### src/rtl/kbd_pkg.sv
// kbd_pkg: shared constants and types for the PS/2 set-2 scan-code decoder.
//   - scan-code constants for the prefix bytes and modifier keys
//   - character codes emitted for the extended arrow keys
//   - prefix FSM state encoding
package kbd_pkg;

  localparam logic [7:0] SC_BREAK  = 8'hF0;
  localparam logic [7:0] SC_EXT    = 8'hE0;
  localparam logic [7:0] SC_LSHIFT = 8'h12;
  localparam logic [7:0] SC_RSHIFT = 8'h59;
  localparam logic [7:0] SC_CAPS   = 8'h58;

  localparam logic [7:0] CH_UP     = 8'h80;
  localparam logic [7:0] CH_DOWN   = 8'h81;
  localparam logic [7:0] CH_LEFT   = 8'h82;
  localparam logic [7:0] CH_RIGHT  = 8'h83;

  typedef enum logic [1:0] {
    ST_IDLE    = 2'd0,
    ST_BRK     = 2'd1,
    ST_EXT     = 2'd2,
    ST_EXT_BRK = 2'd3
  } state_t;

endpackage

### src/rtl/kbd_ascii_rom.sv
// kbd_ascii_rom: combinational set-2 make-code to character lookup.
// Ports:
//   i_scan_code  make code (prefixes already stripped)
//   i_ext        1 when the code followed an E0 prefix
//   i_shift      either Shift key held
//   i_caps       Caps Lock state
//   o_char       translated character (0x00 when no hit)
//   o_hit        1 when the code produces a character
module kbd_ascii_rom
  import kbd_pkg::*;
(
  input  logic [7:0] i_scan_code,
  input  logic       i_ext,
  input  logic       i_shift,
  input  logic       i_caps,
  output logic [7:0] o_char,
  output logic       o_hit
);

  logic [7:0] w_lower;  // lowercase letter, 0 if not a letter
  logic [7:0] w_dig;    // unshifted digit, 0 if not a digit key
  logic [7:0] w_sym;    // shifted symbol on the digit row
  logic [7:0] w_misc;   // space / control keys, 0 otherwise

  always_comb begin
    w_lower = '0;
    w_dig   = '0;
    w_sym   = '0;
    w_misc  = '0;
    case (i_scan_code)
      8'h1C: w_lower = 8'h61;  8'h32: w_lower = 8'h62;  8'h21: w_lower = 8'h63;
      8'h23: w_lower = 8'h64;  8'h24: w_lower = 8'h65;  8'h2B: w_lower = 8'h66;
      8'h34: w_lower = 8'h67;  8'h33: w_lower = 8'h68;  8'h43: w_lower = 8'h69;
      8'h3B: w_lower = 8'h6A;  8'h42: w_lower = 8'h6B;  8'h4B: w_lower = 8'h6C;
      8'h3A: w_lower = 8'h6D;  8'h31: w_lower = 8'h6E;  8'h44: w_lower = 8'h6F;
      8'h4D: w_lower = 8'h70;  8'h15: w_lower = 8'h71;  8'h2D: w_lower = 8'h72;
      8'h1B: w_lower = 8'h73;  8'h2C: w_lower = 8'h74;  8'h3C: w_lower = 8'h75;
      8'h2A: w_lower = 8'h76;  8'h1D: w_lower = 8'h77;  8'h22: w_lower = 8'h78;
      8'h35: w_lower = 8'h79;  8'h1A: w_lower = 8'h7A;
      8'h45: begin w_dig = 8'h30; w_sym = 8'h29; end
      8'h16: begin w_dig = 8'h31; w_sym = 8'h21; end
      8'h1E: begin w_dig = 8'h32; w_sym = 8'h40; end
      8'h26: begin w_dig = 8'h33; w_sym = 8'h23; end
      8'h25: begin w_dig = 8'h34; w_sym = 8'h24; end
      8'h2E: begin w_dig = 8'h35; w_sym = 8'h25; end
      8'h36: begin w_dig = 8'h36; w_sym = 8'h5E; end
      8'h3D: begin w_dig = 8'h37; w_sym = 8'h26; end
      8'h3E: begin w_dig = 8'h38; w_sym = 8'h2A; end
      8'h46: begin w_dig = 8'h39; w_sym = 8'h28; end
      8'h29: w_misc = 8'h20;
      8'h5A: w_misc = 8'h0D;
      8'h66: w_misc = 8'h08;
      8'h76: w_misc = 8'h1B;
      8'h0D: w_misc = 8'h09;
      default: ;
    endcase

    o_char = '0;
    o_hit  = 1'b0;
    if (i_ext) begin
      case (i_scan_code)
        8'h75: begin o_char = CH_UP;    o_hit = 1'b1; end
        8'h72: begin o_char = CH_DOWN;  o_hit = 1'b1; end
        8'h6B: begin o_char = CH_LEFT;  o_hit = 1'b1; end
        8'h74: begin o_char = CH_RIGHT; o_hit = 1'b1; end
        default: ;
      endcase
    end else if (w_lower != '0) begin
      o_char = (i_shift ^ i_caps) ? (w_lower - 8'h20) : w_lower;
      o_hit  = 1'b1;
    end else if (w_dig != '0) begin
      o_char = i_shift ? w_sym : w_dig;
      o_hit  = 1'b1;
    end else if (w_misc != '0) begin
      o_char = w_misc;
      o_hit  = 1'b1;
    end
  end

endmodule

### src/rtl/kbd_decode.sv
// kbd_decode: PS/2 set-2 scan-code decoder with Shift/Caps tracking and a
// first-word-fall-through character FIFO.
// Ports:
//   clk, rst      clock, synchronous active-high reset
//   scan_code     scan code from receiver, valid with scan_valid
//   scan_valid    one-cycle strobe per scan code
//   char_out      FIFO head character, 0x00 when empty
//   char_valid    FIFO not empty
//   char_rd       pop strobe, ignored when empty
//   caps_led      Caps Lock state
//   overflow      sticky, a character was dropped on a full FIFO
module kbd_decode
  import kbd_pkg::*;
#(
  parameter int unsigned DEPTH = 4
) (
  input  logic       clk,
  input  logic       rst,
  input  logic [7:0] scan_code,
  input  logic       scan_valid,
  output logic [7:0] char_out,
  output logic       char_valid,
  input  logic       char_rd,
  output logic       caps_led,
  output logic       overflow
);

  localparam int unsigned AW = $clog2(DEPTH);
  localparam logic [AW:0] FULL_CNT = (AW + 1)'(DEPTH);

  state_t r_state;
  state_t w_state_nxt;
  logic   w_make, w_ext, w_brk;
  logic   w_is_prefix;

  logic   r_shift_l, r_shift_r, r_caps, r_overflow;
  logic   w_shift;
  logic [7:0] w_char;
  logic   w_hit;

  logic [7:0]    r_mem [DEPTH];
  logic [AW-1:0] r_wr_ptr, r_rd_ptr;
  logic [AW:0]   r_count;
  logic          w_we, w_push, w_pop, w_full, w_empty;

  assign w_is_prefix = (scan_code == SC_BREAK) || (scan_code == SC_EXT);

  always_ff @(posedge clk) begin
    if (rst) r_state <= ST_IDLE;
    else     r_state <= w_state_nxt;
  end

  always_comb begin
    w_state_nxt = r_state;
    if (scan_valid) begin
      case (r_state)
        ST_IDLE: begin
          if (scan_code == SC_BREAK)    w_state_nxt = ST_BRK;
          else if (scan_code == SC_EXT) w_state_nxt = ST_EXT;
        end
        ST_BRK:  w_state_nxt = ST_IDLE;
        ST_EXT: begin
          if (scan_code == SC_BREAK)    w_state_nxt = ST_EXT_BRK;
          else if (scan_code == SC_EXT) w_state_nxt = ST_EXT;
          else                          w_state_nxt = ST_IDLE;
        end
        default: w_state_nxt = ST_IDLE;
      endcase
    end
  end

  always_comb begin
    w_make = 1'b0;
    w_ext  = 1'b0;
    w_brk  = 1'b0;
    if (scan_valid) begin
      case (r_state)
        ST_IDLE: w_make = !w_is_prefix;
        ST_BRK:  w_brk  = 1'b1;
        ST_EXT: begin
          w_make = !w_is_prefix;
          w_ext  = 1'b1;
        end
        default: ;
      endcase
    end
  end

  // Modifiers only respond to non-extended codes; an extended break is
  // swallowed without touching them.
  always_ff @(posedge clk) begin
    if (rst) begin
      r_shift_l <= 1'b0;
      r_shift_r <= 1'b0;
      r_caps    <= 1'b0;
    end else begin
      if (w_make && !w_ext) begin
        if (scan_code == SC_LSHIFT) r_shift_l <= 1'b1;
        if (scan_code == SC_RSHIFT) r_shift_r <= 1'b1;
        if (scan_code == SC_CAPS)   r_caps    <= ~r_caps;
      end
      if (w_brk) begin
        if (scan_code == SC_LSHIFT) r_shift_l <= 1'b0;
        if (scan_code == SC_RSHIFT) r_shift_r <= 1'b0;
      end
    end
  end

  assign w_shift = r_shift_l | r_shift_r;

  kbd_ascii_rom u_rom (
    .i_scan_code (scan_code),
    .i_ext       (w_ext),
    .i_shift     (w_shift),
    .i_caps      (r_caps),
    .o_char      (w_char),
    .o_hit       (w_hit)
  );

  assign w_empty = (r_count == '0);
  assign w_full  = (r_count == FULL_CNT);
  assign w_we    = w_make && w_hit;
  assign w_pop   = char_rd && !w_empty;
  // A pop in the same cycle frees the slot, so a full FIFO still accepts.
  assign w_push  = w_we && (!w_full || w_pop);

  always_ff @(posedge clk) begin
    if (w_push) r_mem[r_wr_ptr] <= w_char;
  end

  always_ff @(posedge clk) begin
    if (rst) begin
      r_wr_ptr   <= '0;
      r_rd_ptr   <= '0;
      r_count    <= '0;
      r_overflow <= 1'b0;
    end else begin
      if (w_push) r_wr_ptr <= r_wr_ptr + AW'(1);
      if (w_pop)  r_rd_ptr <= r_rd_ptr + AW'(1);
      case ({w_push, w_pop})
        2'b10:   r_count <= r_count + (AW + 1)'(1);
        2'b01:   r_count <= r_count - (AW + 1)'(1);
        default: ;
      endcase
      if (w_we && w_full && !w_pop) r_overflow <= 1'b1;
    end
  end

  assign char_valid = !w_empty;
  assign char_out   = w_empty ? 8'h00 : r_mem[r_rd_ptr];
  assign caps_led   = r_caps;
  assign overflow   = r_overflow;

endmodule

### config.mk
export PLATFORM = sky130hd
export DESIGN_NAME = kbd_decode
export DESIGN_NICKNAME = d
export VERILOG_FILES = /design/src/rtl/kbd_pkg.sv /design/src/rtl/kbd_ascii_rom.sv /design/src/rtl/kbd_decode.sv
export SDC_FILE = /design/constraint.sdc
export NUM_CORES = 1
export LEC_CHECK = 0
export BUFFER_PORTS_ARGS = -buffer_cell sky130_fd_sc_hd__buf_2
export CAP_MARGIN = 30
export CELL_PAD_IN_SITES_DETAIL_PLACEMENT = 0
export CELL_PAD_IN_SITES_GLOBAL_PLACEMENT = 1
export CORE_UTILIZATION = 35
export DETAILED_ROUTE_END_ITERATION = 12
export PLACE_DENSITY = 0.63
export SLEW_MARGIN = 20
export SYNTH_ARGS = -nofsm -noshare
export SYNTH_HDL_FRONTEND = slang
export SYNTH_SLANG_ARGS = --single-unit
### constraint.sdc
create_clock -name clk -period 3.15 [get_ports clk]
set_input_delay 0.315 -clock clk [delete_from_list [all_inputs] [get_ports clk]]
set_output_delay 0.315 -clock clk [all_outputs]
set_load 0.03 [all_outputs]
==> impl_metrics.json <==
{
  "run_status": "finished, final reports clean",
  "fin_cells": 490,
  "fp.dieArea_mm2": 0.00926,
  "cts_made_buffers": 5,
  "cts_htree_levels": 2,
  "clock_input_transition_at_the_sequential_cells_of_the_worst_setup_and_hold_paths_ps": 90,
  "final.period_utilization_pct": 94.8,
  "detailed_place.area_mm2": 0.00373,
  "report.final.setup_viol": 0,
  "first_drt_iteration_drcs": 245,
  "post-route-min-period_ps": 2990,
  "ant_cells": 0,
  "unrepaired_setup_endpoints_after_global_routing": "no",
  "chipWidth_um": 96.2,
  "min_delay_worst_endpoint": "r_state[1]",
  "critPathMaxStageDelay_ps": 550,
  "timing.setup.critical_path_class": "in -> reg",
  "initial_utilization_pct": 36.0,
  "postLayoutCoreUtil_pct": 44.6,
  "r2r_slack_ps": 650,
  "final_design_area_no_fill_mm2": 0.00385,
  "overflow": 0,
  "yosysSeqAreaShare_pct": 40.6,
  "io_count": 23,
  "post-place-ws_ps": -153,
  "wire_length_of_the_first_global_routing_pass_um": 13400,
  "pin_count_of_the_biggest_net_entering_global_routing": 17,
  "fmax_mhz": 335,
  "design_power_total_w": 0.00176,
  "finClkSkew_ps": 17.3,
  "power.density_mw_per_mm2": 458,
  "placed_cells_incl_taps": 482,
  "static-leakage-power_nw": 1.45,
  "ctsRootBufferMaster": "sky130_fd_sc_hd__clkbuf_8",
  "drtPass1Iterations": 4,
  "synth.yosys.warnings": 0,
  "design.final.nets": 400,
  "crit_arrival_ps": 3220,
  "cts_setup_buffers": 0,
  "antenna_violations_before_repair": 0,
  "areaGrowthSynthToFinish_pct": 23.9,
  "regToRegStartpoint": "r_count[0]",
  "via_per_inst": 5.59,
  "syn_inst": 315,
  "row_count": 34,
  "number_of_synthesized_flops_with_an_enable_pin": 32,
  "layout-drive-gt1-share_pct": 28.5,
  "flops_latches_synth": 47,
  "rr_endpoint": "r_count[2]",
  "timing.critical_path.slowest_stage_cell": "sky130_fd_sc_hd__or4_1",
  "drt-total-wl_um": 8240,
  "maxCapViolations": 0,
  "syn-mean-instance-area_um2": 9.86,
  "core_area_mm2": 0.00864,
  "maximum_count_of_clock_buffers_along_a_single_path": 2,
  "syn-cell-area_mm2": 0.00311,
  "insertion_delay_ps": 300,
  "max_slew.worst_pin.slew_ps": 567,
  "reg2reg_depth": 7,
  "synth-main-ff-cell": "sky130_fd_sc_hd__edfxtp_1",
  "global_route.usage.total_pct": 19.1,
  "hold_viol": 0,
  "min-delay-path-class": "in -> reg",
  "holdPathStages": 3,
  "crit_required_ps": 3380,
  "via_count_of_the_first_global_routing_pass": 2650,
  "syn_nets": 334,
  "synthDistinctLibCells": 70,
  "critical_path.cell_chain": "buf_2, buf_4, or4_1, o32a_1, o21ai_0, or4b_1, o31a_1, nor3_1, fa_1, or4_1, and3b_1, nor3_1",
  "chipHeight_um": 96.2,
  "dp_hpwl_um": 6440,
  "timing.max_slew.rel_slack_pct": 62.1,
  "clkSinkCount": 47,
  "dr_total_vias": 2738,
  "drv_slew": 0,
  "worstPathMaxFanout": 6,
  "final_critical_path_setup_slack_ps": 165,
  "async_flop_share_pct": 0,
  "cp-start-kind": "input pin",
  "number_of_remaining_drc_errors": 0,
  "hold_path_startpoint": "scan_valid",
  "cp-end-kind": "register",
  "postRouteAntennaNets": 0,
  "gpl.final_weighted_congestion": 1.02,
  "cts_tree": "built",
  "wl_per_cell_um": 16.8,
  "port_buffers": 22,
  "max-vdd-ir-drop_mv": 0.165
}
placed cells by master (no fill, tap or decap), drive strengths merged, types with 3 or more instances in the layout:
cell,n
o22a,3
a211oi,3
buf,85
nand2,16
ha,6
and3,4
nand2b,8
o21ai,13
a31oi,6
o211ai,3
or4b,5
and2,14
o32a,3
nor2b,9
inv,9
xnor2,3
nand3,7
nor4b,5
nor2,28
clkbuf,6
mux4,8
mux2i,4
dfxtp,15
a21oi,19
nand4,4
edfxtp,32
o22ai,7
nor3,10
layer usage:
layer	routed length, um	GRT usage (%)
met1	3820	26.0
met2	3800	30.6
met3	424	3.16
met4	201	6.59
met5	0	0
layout make-up:
type / count / area, um2
repair buffers: 85 / 633
inverters: 8 / 30.0
clock buffers: 6 / 93.8
clock inverters: 2 / 16.3
multi-input cells: 234 / 1680
well taps: 108 / 135
fillers: 852 / 4790
flip-flops and latches: 47 / 1260
per-stage QoR:
step                hold WS [ps]  setup TNS (ps)
floorplan                    387               0
global placement             439           -2420
detailed placement           440           -1730
CTS                          309               0
global route                 337               0
finish                       318               0
power breakdown:
part | internal, W | switching, W
Sequential | 0.000693 | 0.0000505
Clock | 0.000207 | 0.000209
Combinational | 0.000254 | 0.000351
flip-flops by register name (all words and copies together) (netlist names), named ones only:
| signal | flops |
|---|---|
| r_wr_ptr | 2 |
| r_shift_l | 1 |
| r_count | 3 |
| overflow | 1 |
| caps_led | 1 |
| r_state | 2 |
| r_mem | 32 |
| r_rd_ptr | 2 |
| r_shift_r | 1 |
cells by family after synthesis:
family / after synthesis / synth area share [%]
buffers and inverters: 34 / 5.56
DFF: 47 / 40.6
and+or+nand+nor: 131 / 24.8
xor gates and xnor gates: 5 / 1.41
adders and majority gates: 7 / 3.06
muxes: 13 / 7.45
AOI/OAI and AO/OA: 78 / 17.1
worst max path at each step:
stage                             from          to  slack, ps  cells past startpoint
after detailed placement  scan_code[6]  r_count[2]       -150                     12
after global routing      scan_code[6]  r_count[2]         20                     11
after floorplan           scan_code[6]  r_count[2]         40                     11
final                     scan_code[6]  r_count[2]        160                     12
after CTS                 scan_code[6]  r_count[2]        160                     12
after global placement    scan_code[6]  r_count[2]       -120                     11
cells in the mapped netlist (3+ instances only):
cell                       number  area (um2)
sky130_fd_sc_hd__xnor2_1        3        26.3
sky130_fd_sc_hd__mux2i_1        4        40.0
sky130_fd_sc_hd__buf_2          6        30.0
sky130_fd_sc_hd__nor3_1        10        50.1
sky130_fd_sc_hd__nor4b_1        5        43.8
sky130_fd_sc_hd__nor2_1        27         101
sky130_fd_sc_hd__a31oi_1        6        37.5
sky130_fd_sc_hd__buf_6          3        33.8
sky130_fd_sc_hd__o22ai_1        7        43.8
sky130_fd_sc_hd__nand2_1       16        60.1
sky130_fd_sc_hd__clkbuf_1      12        45.0
sky130_fd_sc_hd__inv_1          8        30.0
sky130_fd_sc_hd__mux4_2         8         180
sky130_fd_sc_hd__a211oi_1       3        22.5
sky130_fd_sc_hd__nand3_1        7        35.0
sky130_fd_sc_hd__and3_1         3        18.8
sky130_fd_sc_hd__a21oi_1       19        95.1
sky130_fd_sc_hd__nand2b_1       8        50.1
sky130_fd_sc_hd__or4b_1         4        40.0
sky130_fd_sc_hd__nor2b_1        9        56.3
sky130_fd_sc_hd__o32a_1         3        30.0
sky130_fd_sc_hd__o22a_1         3        26.3
sky130_fd_sc_hd__edfxtp_1      32         961
sky130_fd_sc_hd__dfxtp_1       15         300
sky130_fd_sc_hd__o21ai_0       12        60.1
sky130_fd_sc_hd__nand4_1        4        25.0
sky130_fd_sc_hd__ha_1           6        75.1
sky130_fd_sc_hd__buf_4          4        30.0
sky130_fd_sc_hd__and2_1        14        87.6
what timing repair did:
action | 4_1_cts | 5_1_grt
resized for setup | 0 | 1
endpoints found under the setup margin | 0 | 1
hold buffers | 0 | 0
critical path, delay by kind of cell:
kind	cells	cell delay, ps
AO/OA/AOI/OAI	3	620
adder cells (fa/ha/maj)	1	380
buffers and inverters	2	270
AND/OR/NAND/NOR	6	1640
(Power assumes the default switching activity.)
